File: src/rtl/fetch_pingpong_buf_2p_if.sv
// Bundled write/read handshake signals of the ping-pong fetch buffer.
// master = producer/consumer side, slave = the buffer itself.
interface fetch_pingpong_buf_2p_if #(
    parameter int WIDTH     = 128,
    parameter int DEPTH     = 16,
    parameter int NUM_BANKS = 2
);
    localparam int AW = $clog2(DEPTH);
    localparam int CW = $clog2(NUM_BANKS + 1);

    logic             wr_en;
    logic [AW-1:0]    wr_addr;
    logic [WIDTH-1:0] wr_data;
    logic             wr_done;
    logic             wr_rdy;
    logic             rd_en;
    logic [AW-1:0]    rd_addr;
    logic             rd_done;
    logic             rd_rdy;
    logic [WIDTH-1:0] rd_data;
    logic             rd_valid;
    logic [CW-1:0]    fill_cnt;

    modport master (
        output wr_en, wr_addr, wr_data, wr_done, rd_en, rd_addr, rd_done,
        input  wr_rdy, rd_rdy, rd_data, rd_valid, fill_cnt
    );

    modport slave (
        input  wr_en, wr_addr, wr_data, wr_done, rd_en, rd_addr, rd_done,
        output wr_rdy, rd_rdy, rd_data, rd_valid, fill_cnt
    );
endinterface

File: src/rtl/fetch_pingpong_buf_2p.sv
// Multi-bank ping-pong two-port buffer between the fetch engine (writer)
// and the consuming pipeline stage (reader). Banks are owned by exactly one
// side at a time; commit hands a bank to the reader, release hands it back.
module fetch_pingpong_buf_2p #(
    parameter int WIDTH     = 128,
    parameter int DEPTH     = 16,
    parameter int NUM_BANKS = 2,
    parameter int OUT_REG   = 0
) (
    input  logic clk,
    input  logic rst,
    fetch_pingpong_buf_2p_if.slave bus
);
    localparam int AW = $clog2(DEPTH);
    localparam int CW = $clog2(NUM_BANKS + 1);
    localparam int BW = (NUM_BANKS > 1) ? $clog2(NUM_BANKS) : 1;
    localparam int PW = BW + AW;
    localparam logic [BW-1:0] LAST_BANK = BW'(NUM_BANKS - 1);
    localparam logic [CW-1:0] FULL_CNT  = CW'(NUM_BANKS);

    logic [WIDTH-1:0] mem [NUM_BANKS*DEPTH];

    logic [BW-1:0] wr_bank_q, wr_bank_d;
    logic [BW-1:0] rd_bank_q, rd_bank_d;
    logic [CW-1:0] count_q, count_d;
    logic          rd_s1_valid_q, rd_s1_valid_d;
    logic [WIDTH-1:0] rd_s1_data_q;

    logic          wr_rdy, rd_rdy;
    logic          wr_fire, commit_fire, rd_fire, rel_fire;
    logic [PW-1:0] wr_phys, rd_phys;

    // Handshake qualification and bank/count next-state.
    always_comb begin
        wr_rdy      = (count_q != FULL_CNT);
        rd_rdy      = (count_q != '0);
        wr_fire     = bus.wr_en   & wr_rdy;
        commit_fire = bus.wr_done & wr_rdy;
        rd_fire     = bus.rd_en   & rd_rdy;
        rel_fire    = bus.rd_done & rd_rdy;
        wr_phys     = {wr_bank_q, bus.wr_addr};
        rd_phys     = {rd_bank_q, bus.rd_addr};

        wr_bank_d = wr_bank_q;
        if (commit_fire) begin
            wr_bank_d = (wr_bank_q == LAST_BANK) ? '0 : wr_bank_q + BW'(1);
        end
        rd_bank_d = rd_bank_q;
        if (rel_fire) begin
            rd_bank_d = (rd_bank_q == LAST_BANK) ? '0 : rd_bank_q + BW'(1);
        end

        count_d = count_q;
        case ({commit_fire, rel_fire})
            2'b10:   count_d = count_q + CW'(1);
            2'b01:   count_d = count_q - CW'(1);
            default: count_d = count_q;
        endcase

        rd_s1_valid_d = rd_fire;
    end

    // Bank pointers, occupancy and first-stage read valid.
    always_ff @(posedge clk or posedge rst) begin
        if (rst) begin
            wr_bank_q     <= '0;
            rd_bank_q     <= '0;
            count_q       <= '0;
            rd_s1_valid_q <= 1'b0;
        end else begin
            wr_bank_q     <= wr_bank_d;
            rd_bank_q     <= rd_bank_d;
            count_q       <= count_d;
            rd_s1_valid_q <= rd_s1_valid_d;
        end
    end

    // Write port; storage contents are intentionally not reset.
    always_ff @(posedge clk) begin
        if (wr_fire) begin
            mem[wr_phys] <= bus.wr_data;
        end
    end

    // Registered read port; holds its value when no read is accepted.
    always_ff @(posedge clk or posedge rst) begin
        if (rst) begin
            rd_s1_data_q <= '0;
        end else if (rd_fire) begin
            rd_s1_data_q <= mem[rd_phys];
        end
    end

    generate
        if (OUT_REG != 0) begin : g_out_reg
            logic [WIDTH-1:0] rd_data_q;
            logic             rd_valid_q;

            // Optional second stage adds one cycle of read latency.
            always_ff @(posedge clk or posedge rst) begin
                if (rst) begin
                    rd_data_q  <= '0;
                    rd_valid_q <= 1'b0;
                end else begin
                    rd_valid_q <= rd_s1_valid_q;
                    if (rd_s1_valid_q) begin
                        rd_data_q <= rd_s1_data_q;
                    end
                end
            end

            assign bus.rd_data  = rd_data_q;
            assign bus.rd_valid = rd_valid_q;
        end else begin : g_no_out_reg
            assign bus.rd_data  = rd_s1_data_q;
            assign bus.rd_valid = rd_s1_valid_q;
        end
    endgenerate

    assign bus.wr_rdy   = wr_rdy;
    assign bus.rd_rdy   = rd_rdy;
    assign bus.fill_cnt = count_q;
endmodule

File: src/flat_wrapper.sv
// flat-port wrapper written by rule: the top's interface ports become plain ports
module fetch_pingpong_buf_2p_flat 
#(
    parameter int WIDTH     = 128,
    parameter int DEPTH     = 16,
    parameter int NUM_BANKS = 2,
    parameter int OUT_REG   = 0
)
  (clk, rst, bus_wr_en, bus_wr_addr, bus_wr_data, bus_wr_done, bus_rd_en, bus_rd_addr, bus_rd_done, bus_wr_rdy, bus_rd_rdy, bus_rd_data, bus_rd_valid, bus_fill_cnt);
  fetch_pingpong_buf_2p_if #(.WIDTH(WIDTH), .DEPTH(DEPTH), .NUM_BANKS(NUM_BANKS)) bus_i ();
  input  logic clk;
  input  logic rst;
  input wire logic [$bits(bus_i.wr_en)-1:0] bus_wr_en;
  input wire logic [$bits(bus_i.wr_addr)-1:0] bus_wr_addr;
  input wire logic [$bits(bus_i.wr_data)-1:0] bus_wr_data;
  input wire logic [$bits(bus_i.wr_done)-1:0] bus_wr_done;
  input wire logic [$bits(bus_i.rd_en)-1:0] bus_rd_en;
  input wire logic [$bits(bus_i.rd_addr)-1:0] bus_rd_addr;
  input wire logic [$bits(bus_i.rd_done)-1:0] bus_rd_done;
  output wire logic [$bits(bus_i.wr_rdy)-1:0] bus_wr_rdy;
  output wire logic [$bits(bus_i.rd_rdy)-1:0] bus_rd_rdy;
  output wire logic [$bits(bus_i.rd_data)-1:0] bus_rd_data;
  output wire logic [$bits(bus_i.rd_valid)-1:0] bus_rd_valid;
  output wire logic [$bits(bus_i.fill_cnt)-1:0] bus_fill_cnt;
  assign bus_i.wr_en = bus_wr_en;
  assign bus_i.wr_addr = bus_wr_addr;
  assign bus_i.wr_data = bus_wr_data;
  assign bus_i.wr_done = bus_wr_done;
  assign bus_i.rd_en = bus_rd_en;
  assign bus_i.rd_addr = bus_rd_addr;
  assign bus_i.rd_done = bus_rd_done;
  assign bus_wr_rdy = bus_i.wr_rdy;
  assign bus_rd_rdy = bus_i.rd_rdy;
  assign bus_rd_data = bus_i.rd_data;
  assign bus_rd_valid = bus_i.rd_valid;
  assign bus_fill_cnt = bus_i.fill_cnt;
  fetch_pingpong_buf_2p #(.WIDTH(WIDTH), .DEPTH(DEPTH), .NUM_BANKS(NUM_BANKS), .OUT_REG(OUT_REG)) u_core (.clk(clk), .rst(rst), .bus(bus_i));
endmodule
File: config.mk
export PLATFORM = sky130hd
export DESIGN_NAME = fetch_pingpong_buf_2p_flat
export DESIGN_NICKNAME = d
export VERILOG_FILES = /design/src/rtl/fetch_pingpong_buf_2p_if.sv /design/src/rtl/fetch_pingpong_buf_2p.sv /design/src/flat_wrapper.sv
export SDC_FILE = /design/constraint.sdc
export NUM_CORES = 2
export LEC_CHECK = 0
export ABC_AREA = 0
export BUFFER_PORTS_ARGS = -buffer_cell sky130_fd_sc_hd__buf_2
export CAP_MARGIN = 10
export CORE_UTILIZATION = 56
export DETAILED_ROUTE_END_ITERATION = 12
export PLACE_DENSITY_LB_ADDON = 0.05
export REMOVE_ABC_BUFFERS = 1
export SLEW_MARGIN = 25
export SYNTH_ARGS = -nofsm -noshare
export SYNTH_HDL_FRONTEND = slang
export SYNTH_SLANG_ARGS = --single-unit
File: constraint.sdc
create_clock -name clk -period 7.7 [get_ports clk]
set_clock_uncertainty 0.2 [all_clocks]
set_input_delay 0.385 -clock clk [delete_from_list [all_inputs] [get_ports clk]]
set_output_delay 0.385 -clock clk [all_outputs]
set_load 0.05 [all_outputs]
======== Word-level counts from Yosys, hierarchy flattened ========
Memories as Yosys holds them, arrays and structs flattened. A register that Yosys moved wholly into a read port is not among the register bits.
Cells that the tools add are included.
word-level totals
  register bits ........................... 5
  RAM bits ................................ 4096
  input bits .............................. 142
  output and inout bits ................... 133
  word-level logic and storage cells ...... 23
  memories kept ........................... 1
operators by class
  add/subtract/negate cells ............... 4
  equality and inequality tests ........... 3
  mux-type cells .......................... 5
  bitwise operators ....................... 4
  reduce and logical (&&, ||, !) cells .... 2
memories
  name        depth  width  rd ports  clocked after memory_dff  wr ports  RTL line                     text
  u_core.mem  32     128    1         1                         1         fetch_pingpong_buf_2p.sv:21  logic [WIDTH-1:0] mem [NUM_BANKS*DEPTH];
operators with widths
  operator                                          count
  bitwise AND 1 bit                                 4
  2-to-1 mux 1 bit                                  4
  case mux 2 bit (2 select lines)                   1
  nonzero test 2 bit                                2
  adder 1 bit, second input constant                2
  adder 2 x 1 -> 2 bit, second input constant       1
  == test 2 x 1 -> 1 bit, second input constant     1
  == test 2 bit, second input constant              1
  inequality test 2 bit, second input constant      1
  subtractor 2 x 1 -> 2 bit, second input constant  1

======== Logic depth before layout (Yosys ltp) ========
  depth in word-level cells ............... 4
  mapped depth ............................ 10

======== Worst setup path after synthesis ========
No wires, ideal clock.
  path kind ............................... flip-flop to flip-flop
  start ................................... register u_core.count_q[0], in the netlist u_core.bus.fill_cnt[0]
  end ..................................... memory u_core.mem[20][0] (enable)
  setup time .............................. 0.617 ns
  data arrival time ....................... 7.267 ns
  path slack .............................. -0.385 ns
  cell stages (with the launch flop) ...... 6
  buffers on the path ..................... 1
  period minus slack after synthesis ...... 8.085 ns
  cell sequence ........................... dfrtp_1 nand2b_1 nand2_1 or3_1 clkbuf_1 nor2_1
on the way
  word-level cells in the longest chain between the ends .. 4
ends and longest elaborated chain
  item                                    RTL line                     text
  start, declared                         fetch_pingpong_buf_2p.sv:25  logic [CW-1:0] count_q, count_d;
  start signal, assigned                  fetch_pingpong_buf_2p.sv:73  count_q <= count_d;
  inequality test 2 bit                   fetch_pingpong_buf_2p.sv:35  wr_rdy = (count_q != FULL_CNT);
  via bus_wr_rdy                          flat_wrapper.sv:20           output wire logic [$bits(bus_i.wr_rdy)-1:0] bus_wr_rdy;
  bitwise AND 1 bit                       fetch_pingpong_buf_2p.sv:37  wr_fire = bus.wr_en & wr_rdy;
  2-to-1 mux 1 bit                        fetch_pingpong_buf_2p.sv:80  if (wr_fire) begin
  2-to-1 mux 1 bit (not written as such)  fetch_pingpong_buf_2p.sv:81  mem[wr_phys] <= bus.wr_data;
  end, declared                           fetch_pingpong_buf_2p.sv:21
The timed path passes the listed nets, and every way through them passes these cells.

==> impl_metrics.tcl <==
set metrics [dict create \
    antenna_left 0 \
    core-area_sq_um 286000 \
    routabilityCongestion 0.757 \
    drv_cap 0 \
    numCtsBuffers 425 \
    port-buffer-count 274 \
    ctsHtreeMaxLevel 5 \
    grt_max_degree 115 \
    crit_type "input pin to register" \
    insertion_delay_ps 960 \
    wire_per_inst_microns 35.4 \
    hold_path_class "input pin to register" \
    grt_pass1_vias 84476 \
    layout.cells.non_filler 12699 \
    clockRootBuffer "clkbuf_16" \
    p_leak_nw 61.9 \
    finalHoldViolCount 0 \
    yosys_register_bits 4229 \
    tightest_slew_ps 1100 \
    vias 84507 \
    drtPass1Iterations 7 \
    period_share_pct 59.0 \
    crit_slowest_cell "buf_4" \
    setup_tns_ps 0 \
    min_period_ps 4550 \
    fp.dieW_microns 539 \
    ys_warn_count 0 \
    clkTransAtPathRegs_ps 60 \
    dp_hpwl_microns 211000 \
    grt_pass1_wl_microns 632000 \
    drv_slew 0 \
    slowest_delay_ps 940 \
    route.detailed.drc 0 \
    multi_input_area_sq_um 33400 \
    dieArea_sq_um 291000 \
    layout-drive-gt1-share_pct 17.9 \
    grt_antenna_before_repair 35 \
    highest_layer "met5" \
    clock.fmax_mhz 220 \
    wl_met3_microns 32500 \
    final.fill_count 19478 \
    routed_wl_microns 450000 \
    nets 8713 \
    critPathLaunchType "input pin" \
    placed_cells 11758 \
    row_count 196 \
    crit_required_ps 8330 \
    grt.overflow.total 0 \
    initial_core_util_pct 56.5 \
    rsz0062_at_grt "false" \
    outcome "complete, no violations" \
    met1_length_microns 181000 \
    fin_util_pct 64.2 \
    crit_buf_inv 5 \
    synth.avg_cell_area_sq_um 20.1 \
    synthesis.area_sq_um 162000 \
    relSlewSlack_pct 26.9 \
    final-seq-area_sq_um 126000 \
    finalWorstSetupSlack_ps 3150 \
    cp-end-kind "register" \
    post-place-ws_ps 3310 \
    synth_cells 8034 \
    cp_cell_sequence "dlygate4sd3_1 -> buf_8 -> buf_4 -> or2_4 -> buf_4 -> o21ai_0 -> o31ai_1 -> a21oi_1 -> a221o_1 -> dlygate4sd3_1" \
    ctsLongestPathBuffers 4 \
    finalSetupViolCount 0 \
    critical-path-top-delay-family "buffers and inverters" \
    cts_setup_buffers 0 \
    wl_met2_microns 223000 \
    ioPinCount 275 \
    cts_tree "yes" \
    fp.dieH_microns 539 \
    ys_seq_area_share_pct 78.1 \
    syn_to_final_growth_pct 13.6 \
    power_density_nw_per_um2 289 \
    avgViaCountPerCell 6.65 \
    postCtsResizedCells 0 \
    grt_use_total_pct 30.7 \
    worstPathMaxFanout 44 \
    yosysUniqueCellTypes 42 \
    clkSinkCount 4229 \
    vdd_drop_max_v 0.000261 \
    drtIter0Drc 9624 \
    worstPathArrival_ps 5170 \
    rrSetupSlack_ps 3210 \
]
cell usage after synthesis, drive strengths merged:
master	count	area share (%)
nand4	1	0.0039
o32ai	32	0.17
o21ai	129	0.41
o31ai	62	0.29
nor2	134	0.31
or2	2	0.0077
xor2	2	0.011
a31oi	130	0.50
a22oi	384	1.8
xnor2	3	0.016
nand2b	4	0.015
a211o	32	0.17
mux2	62	0.43
ha	1	0.0077
dfrtp	133	2.1
nand3	63	0.19
o2bb2ai	32	0.17
a21oi	94	0.29
nand2	40	0.093
nor3	1	0.0031
nand4b	1	0.0054
nand3b	3	0.014
or3	2	0.0077
clkbuf	217	0.50
a221o	62	0.38
or3b	2	0.011
o31a	34	0.18
edfxtp	4096	76
and2	4	0.015
mux2i	1410	8.7
nor2b	4	0.015
inv	2	0.0046
o221ai	66	0.36
buf	278	0.93
mux4	384	5.3
o22ai	128	0.50
repair_timing:
action / 4_1_cts / 5_1_grt
setup endpoints to repair: 0 / 0
hold endpoints to repair: 4169 / 0
hold buffers: 145 / 0
cell families after synthesis:
group / after synthesis / share of synthesized area, %
flops: 4229 / 78.1
mux: 1856 / 14.5
compound gates: 1185 / 5.21
simple gates: 261 / 0.699
fa+ha+maj: 1 / 0.00774
xor+xnor: 5 / 0.0271
buf+inv: 497 / 1.44
report_power, final:
part	switching [mW]	leakage [nW]	internal [mW]	total, mW
combinational	4.13	16.5	1.60	5.73
sequential	0.609	38.5	26.0	26.6
clock	8.63	6.91	12.2	20.8
state kept, by name, indices dropped and copies added (netlist names):
register and cells:
u_core.mem 4096, u_core.wr_bank_q 1, u_core.rd_bank_q 1, u_core.bus.rd_data 128, u_core.bus.fill_cnt 2, u_core.bus.rd_valid 1
stage by stage:
stage	area [sq um]	hold WS [ps]	total power, mW
6_report	184000	75.3	53.1
5_1_grt	184000	90.7	54.5
4_1_cts	184000	25.6	53.4
3_5_place_dp	168000	277	32.7
3_3_place_gp	168000	277	32.6
2_1_floorplan	159000	277	30.0
area by class of cell:
| type | instances | share of cell area, % |
|---|---|---|
| flip-flops and latches | 4229 | 68.8 |
| multi-input cells | 3308 | 18.2 |
| clock buffers | 566 | 6.40 |
| repair buffers | 604 | 2.76 |
| well taps | 3762 | 2.56 |
| clock inverters | 224 | 1.28 |
| inverters | 2 | 0.00818 |
| diodes | 4 | 0.00545 |
worst register-to-register path: stages (launching register included):
cell,delay (ps)
dfrtp_1,440
o21ai_4,170
buf_4,660
buf_4,810
nor3_2,90
buf_4,450
buf_4,550
a221o_1,450
dlygate4sd3_1,550
placed cells by master, fill, tap and decap left out, types with 130 or more instances in the layout:
| cell type | Yosys | layout |
|---|---|---|
| edfxtp_1 | 4096 | 4096 |
| clkbuf_16 | 0 | 433 |
| dfrtp_1 | 133 | 133 |
| mux2i_1 | 1410 | 1410 |
| dlygate4sd3_1 | 0 | 145 |
| a31oi_1 | 130 | 130 |
| buf_2 | 218 | 270 |
| a22oi_1 | 384 | 384 |
| mux4_2 | 384 | 384 |
final timing paths:
kind / cells after the start / end / startpoint
setup / recovery: 10 / u_core.bus.rd_data[14] / bus_rd_addr[2]
hold / removal: 5 / u_core.bus.rd_data[41] / bus_rd_en
setup reg to reg: 8 / u_core.bus.rd_data[5] / u_core.bus.fill_cnt[1]
hold reg to reg: 1 / u_core.bus.rd_data[0] / u_core.bus.rd_data[0]
max in group asynchronous: 5 / u_core.bus.rd_data[94] / rst
min in group asynchronous: 4 / u_core.bus.rd_data[76] / rst
metal layers:
| metal | global-route usage (%) | vias up |
|---|---|---|
| met5 | 0 | - |
| met3 | 3.85 | 727 |
| met1 | 42.6 | 45480 |
| met4 | 8.46 | 26 |
| met2 | 51.6 | 3797 |
| li1 | - | 34477 |
(Power assumes the default switching activity.)
